$ cat src/rtl/key_event_decoder.sv
// Debounced active-low key level to single-cycle press/release/click/long/repeat events.
// Define KEY_REPEAT_EN to enable auto-repeat pulses while the key stays in HELD.
module key_event_decoder #(
   parameter int CLK_PER_MS = 50_000,
   parameter int LONG_MS    = 1000,
   parameter int REPEAT_MS  = 200
) (
   input  logic clk,
   input  logic rstn,
   input  logic key_deb,
   output logic key_press,
   output logic key_release,
   output logic key_click,
   output logic key_long,
   output logic key_repeat,
   output logic key_held
);

   localparam logic [1:0] S_IDLE    = 2'd0;
   localparam logic [1:0] S_PRESSED = 2'd1;
   localparam logic [1:0] S_HELD    = 2'd2;

   localparam logic [16:0] PRESC_MAX = 17'(CLK_PER_MS - 1);
   localparam logic [15:0] LONG_M1   = 16'(LONG_MS - 1);
`ifdef KEY_REPEAT_EN
   localparam logic [15:0] REP_M1    = 16'(REPEAT_MS - 1);
`endif

   logic [1:0]  state;
   logic        key_prev;
   logic [16:0] presc;
   logic [15:0] ms_cnt;
   logic        fall, rise, tick;

   assign fall = key_prev & ~key_deb;
   assign rise = ~key_prev & key_deb;
   assign tick = (presc == PRESC_MAX);

   always_ff @(posedge clk or negedge rstn) begin
      if (!rstn) begin
         state       <= S_IDLE;
         key_prev    <= 1'b1;
         presc       <= '0;
         ms_cnt      <= '0;
         key_press   <= 1'b0;
         key_release <= 1'b0;
         key_click   <= 1'b0;
         key_long    <= 1'b0;
         key_held    <= 1'b0;
`ifdef KEY_REPEAT_EN
         key_repeat  <= 1'b0;
`endif
      end else begin
         key_prev    <= key_deb;
         key_press   <= 1'b0;
         key_release <= 1'b0;
         key_click   <= 1'b0;
         key_long    <= 1'b0;
`ifdef KEY_REPEAT_EN
         key_repeat  <= 1'b0;
`endif
         case (state)
            S_IDLE: begin
               presc  <= '0;
               ms_cnt <= '0;
               if (fall) begin
                  state     <= S_PRESSED;
                  key_press <= 1'b1;
               end
            end
            S_PRESSED: begin
               // Release takes priority over a threshold tick on the same edge
               if (rise) begin
                  state       <= S_IDLE;
                  key_release <= 1'b1;
                  key_click   <= 1'b1;
                  presc       <= '0;
                  ms_cnt      <= '0;
               end else begin
                  presc <= tick ? 17'd0 : presc + 17'd1;
                  if (tick) begin
                     if (ms_cnt == LONG_M1) begin
                        state    <= S_HELD;
                        key_long <= 1'b1;
                        key_held <= 1'b1;
                        ms_cnt   <= '0;
                     end else begin
                        ms_cnt <= ms_cnt + 16'd1;
                     end
                  end
               end
            end
            S_HELD: begin
               if (rise) begin
                  state       <= S_IDLE;
                  key_release <= 1'b1;
                  key_held    <= 1'b0;
                  presc       <= '0;
                  ms_cnt      <= '0;
               end else begin
`ifdef KEY_REPEAT_EN
                  // Prescaler phase carries over from PRESSED so repeats stay on the ms grid
                  presc <= tick ? 17'd0 : presc + 17'd1;
                  if (tick) begin
                     if (ms_cnt == REP_M1) begin
                        key_repeat <= 1'b1;
                        ms_cnt     <= '0;
                     end else begin
                        ms_cnt <= ms_cnt + 16'd1;
                     end
                  end
`else
                  presc  <= '0;
                  ms_cnt <= '0;
`endif
               end
            end
            default: begin
               state    <= S_IDLE;
               key_held <= 1'b0;
               presc    <= '0;
               ms_cnt   <= '0;
            end
         endcase
      end
   end

`ifndef KEY_REPEAT_EN
   assign key_repeat = 1'b0;
`endif

endmodule

$ cat config.mk
export PLATFORM = sky130hd
export DESIGN_NAME = key_event_decoder
export DESIGN_NICKNAME = d
export VERILOG_FILES = /design/src/rtl/key_event_decoder.sv
export SDC_FILE = /design/constraint.sdc
export NUM_CORES = 1
export LEC_CHECK = 0
export BUFFER_PORTS_ARGS = -buffer_cell sky130_fd_sc_hd__buf_2
export CAP_MARGIN = 20
export CORE_AREA = 2 2 61 63
export DETAILED_ROUTE_END_ITERATION = 8
export DIE_AREA = 0 0 63 65
export HOLD_SLACK_MARGIN = 0.1
export PLACE_DENSITY = 0.88
export SETUP_SLACK_MARGIN = 0.5
export SYNTH_ARGS = -nofsm -noshare
export SYNTH_HDL_FRONTEND = slang
export SYNTH_SLANG_ARGS = --single-unit
$ cat constraint.sdc
create_clock -name clk -period 5.29 [get_ports clk]
set_clock_uncertainty 0.2 [all_clocks]
set_input_delay 0.529 -clock clk [delete_from_list [all_inputs] [get_ports clk]]
set_output_delay 0.529 -clock clk [all_outputs]
set_load 0.02 [all_outputs]
==> summary.txt <==
Clock tree
  • H-tree levels: 2
  • Clock slew at reported path FFs: 0.13 ns
  • Cells resized by post-CTS repair: 0
  • Clk root buf: clkbuf_4
  • Worst skew pair latency: 0.35 ns
  • Number of post-CTS setup repair buffers: 0
  • CTS Hold Bufs: 1
  • CTS Sinks: 41
  • TritonCTS buffer count: 5
  • CTS tree: built
  • Clock Tree Buf Depth: 2

Worst setup path
  • Max stage delay on crit path: around 0.8 ns
  • Worst-path cell chain: dlygate4sd3_1, buf_2, nand2b_1, nand2_1, a21oi_1, o21ai_0, o31ai_1
  • CP max FO: 21
  • CP endpoint kind: flop
  • CP delay by family, top: compound AO/OA/AOI/OAI gates
  • R2R Path Start: ms_cnt[3]
  • Critical path class: in2reg
  • R2r worst-path depth: 6
  • R2R Path End: state[0]
  • Crit. Startpoint: key_deb
  • Worst R2R Setup Slack: 2.68 ns
  • CP required: 5.34 ns
  • CP max-delay cell: a21oi_1
  • Crit path buffers/inverters: 2
  • CP arrival: 2.89 ns
  • WP depth: 7
  • Crit start category: input pin

Floorplan
  • Die Y: between 60 and 70 µm
  • Starting Density: 60.6%
  • Die area: 4100 µm²
  • Core area: 3500 µm²
  • Rows: 22
  • Chip Width: 63 µm
  • IO Pins: 9

Pwr
  • Sw power: 217 µW
  • Gate power share: between 15 and 20%
  • Maximum VDD drop: approximately 0.17 mV
  • Switching part of the total: 29.4%
  • PnR Total Power: 737 µW
  • P_int: around 520 µW
  • Clock power frac: approximately a third
  • Static Leak: ~0.96 nW
  • Seq pwr share: a little under half
  • PwrDens: around 320 nW/µm²

Synthesis
  • Number of synthesized flops with an enable pin: 0
  • Post-synthesis register bit count: 41
  • Post-Syn Area: approximately 2100 µm²
  • Cells after Synth: 221
  • Register area share after synthesis: approximately half
  • Post-synth top cells: dfrtp_1 (40), nor2_1 (28), nand3_1 (18), o21ai_0 (16), nand2_1 (13)
  • Yosys warning total: 0
  • Ys flop type: dfrtp_1
  • Fraction of registers with async set/reset: 100%
  • Yosys cell types: 45
  • Ranking of synthesized cells by area: dfrtp_1 (47%), nor2_1 (5.0%), nand3_1 (4.3%), o21ai_0 (3.8%), xnor2_1 (3.7%)
  • Syn Area/Cell: 9.58 µm²
  • Share of Yosys cell area claimed by the top area cell type: a little under half
  • Post-Syn Nets: 229
  • Top cell type by total area after synthesis: dfrtp_1
  • Count leader, synth: dfrtp_1

STA
  • Crit path time final: 2.84 ns
  • RSZ-0062 raised after global routing: no
  • Measured slew at the worst slew-check pin: 0.888 ns
  • Post-Route Setup TNS: 0 ns
  • Slew HR: 40.8%
  • Hold_ws: 0.0790 ns
  • Final Cycle Share: 53.8%
  • Worst setup margin: roughly 2.4 ns
  • Final-report setup violation count: 0
  • Max-slew violations: 0
  • F_max: 0.352 GHz
  • Final Hold Violating Endpoints: 0

Route
  • # DRC: 0
  • Remaining antenna violation count: 0
  • 1st-pass router iterations: 4
  • DRT iter0 DRCs: around 110
  • Via count: between 1500 and 2000
  • Post-detailed-route wirelength per cell: 14.3 µm
  • Met1 Wirelength: 1810 µm
  • Met3 wire length: ~140 µm
  • DRT Wirelength: 4000 µm
  • Top sig layer: met4
  • Average vias per placed instance: 5.89
  • Metal2 WL: approximately 2000 µm

Finish
  • Fin area: 2290 µm²
  • Finished Layout Cells: between 200 and 300
  • Share of cells above drive strength 1: 10.8%
  • Synthesis-to-layout area growth: 8.33%
  • FILL cells: between 200 and 300
  • Share of the core filled with cells: 65.6%
  • ANT cells: 0
  • Layout net count: 238

Global routing
  • Largest net degree at the start of global routing: 42
  • GRT overflow: 0
  • Initial antenna violation count: 0
  • Total GRT Usage: 22.4%
  • Vias in the first global route: 1598
  • Global-route wire length before repair: 7090 µm

Placed design
  • Placer Congestion: 0.914
  • DP Worst Slack: 2.68 ns
  • Post-Place Cells: 270
  • Dpl hpwl: between 2000 and 3000 µm
  • I/O Buffers: 7
  • Placed instance area: 2180 µm²

Status
  • Status: finished, final reports clean

Flow run
  • Max_cap viols: 0

Worst hold path
  • Type of the worst min-delay path: in2async
==> flip-flops by register name, summed over array words and instances (netlist names) <==
signal and flops:
key_release 1, key_click 1, ms_cnt 16, presc 17
state 2, key_long 1, key_press 1, key_held 1
key_prev 1
==> how the worst max path moves through the flow <==
stage / to / slack, ns
after floorplan: ms_cnt[10] / 3.01
after global placement: ms_cnt[13] / 2.74
after detailed placement: state[0] / 2.68
after CTS: ms_cnt[4] / 2.49
after global routing: ms_cnt[3] / 2.17
final: ms_cnt[12] / 2.45
==> cells by family (layout without fill, tap and decap cells) <==
family / Yosys count / in the layout / synth area share (%)
and+or+nand+nor: 102 / 102 / 26.3
AOI/OAI and AO/OA: 41 / 41 / 12.2
DFF: 41 / 41 / 48.5
xor gates and xnor gates: 16 / 16 / 6.62
buffers and inverters: 15 / 25 / 3.25
adders and majority gates: 5 / 5 / 2.96
other: 1 / 1 / 0.177
==> routing by layer <==
metal  up-vias  track usage, %
li1        803               -
met1       803            26.9
met2        31            39.5
met3         5            5.73
met4         0            6.67
met5         -               0
==> power groups by stage <==
stage               clock network [mW]  registers [mW]  logic [mW]
finish                           0.251           0.343       0.143
global route                     0.269           0.344       0.164
CTS                              0.255           0.343       0.143
detailed placement                   0           0.349       0.141
global placement                     0           0.347       0.138
floorplan                            0           0.350       0.105
==> placed cells by master, fill, tap and decap left out, types with 2 or more instances in the layout <==
cell and instances:
a211oi_1 2, a21oi_1 4, a311oi_1 3, and2_1 4, and3_1 3, buf_2 7
bufinv_16 2, clkbuf_4 5, dfrtp_1 40, ha_1 5, inv_1 8, nand2_1 13
nand2b_1 3, nand3_1 18, nand4_1 4, nor2_1 28, nor3_1 9, nor3b_1 2
nor4_1 3, o21ai_0 16, o21ai_1 2, o31ai_1 9, or3_1 2, or4_1 3
xnor2_1 9, xor2_1 7
==> layout make-up <==
class	instances	area, µm²	share of cell area, %
Clock buffer	5	37.5	1.64
Clock inverter	3	65.1	2.84
Inverter	8	30.0	1.31
Multi-Input combinational cell	165	1020	44.5
Sequential cell	41	1030	44.8
Tap cell	48	60.1	2.62
Timing Repair Buffer	9	52.6	2.29
Power figures use the tool's default switching activity.
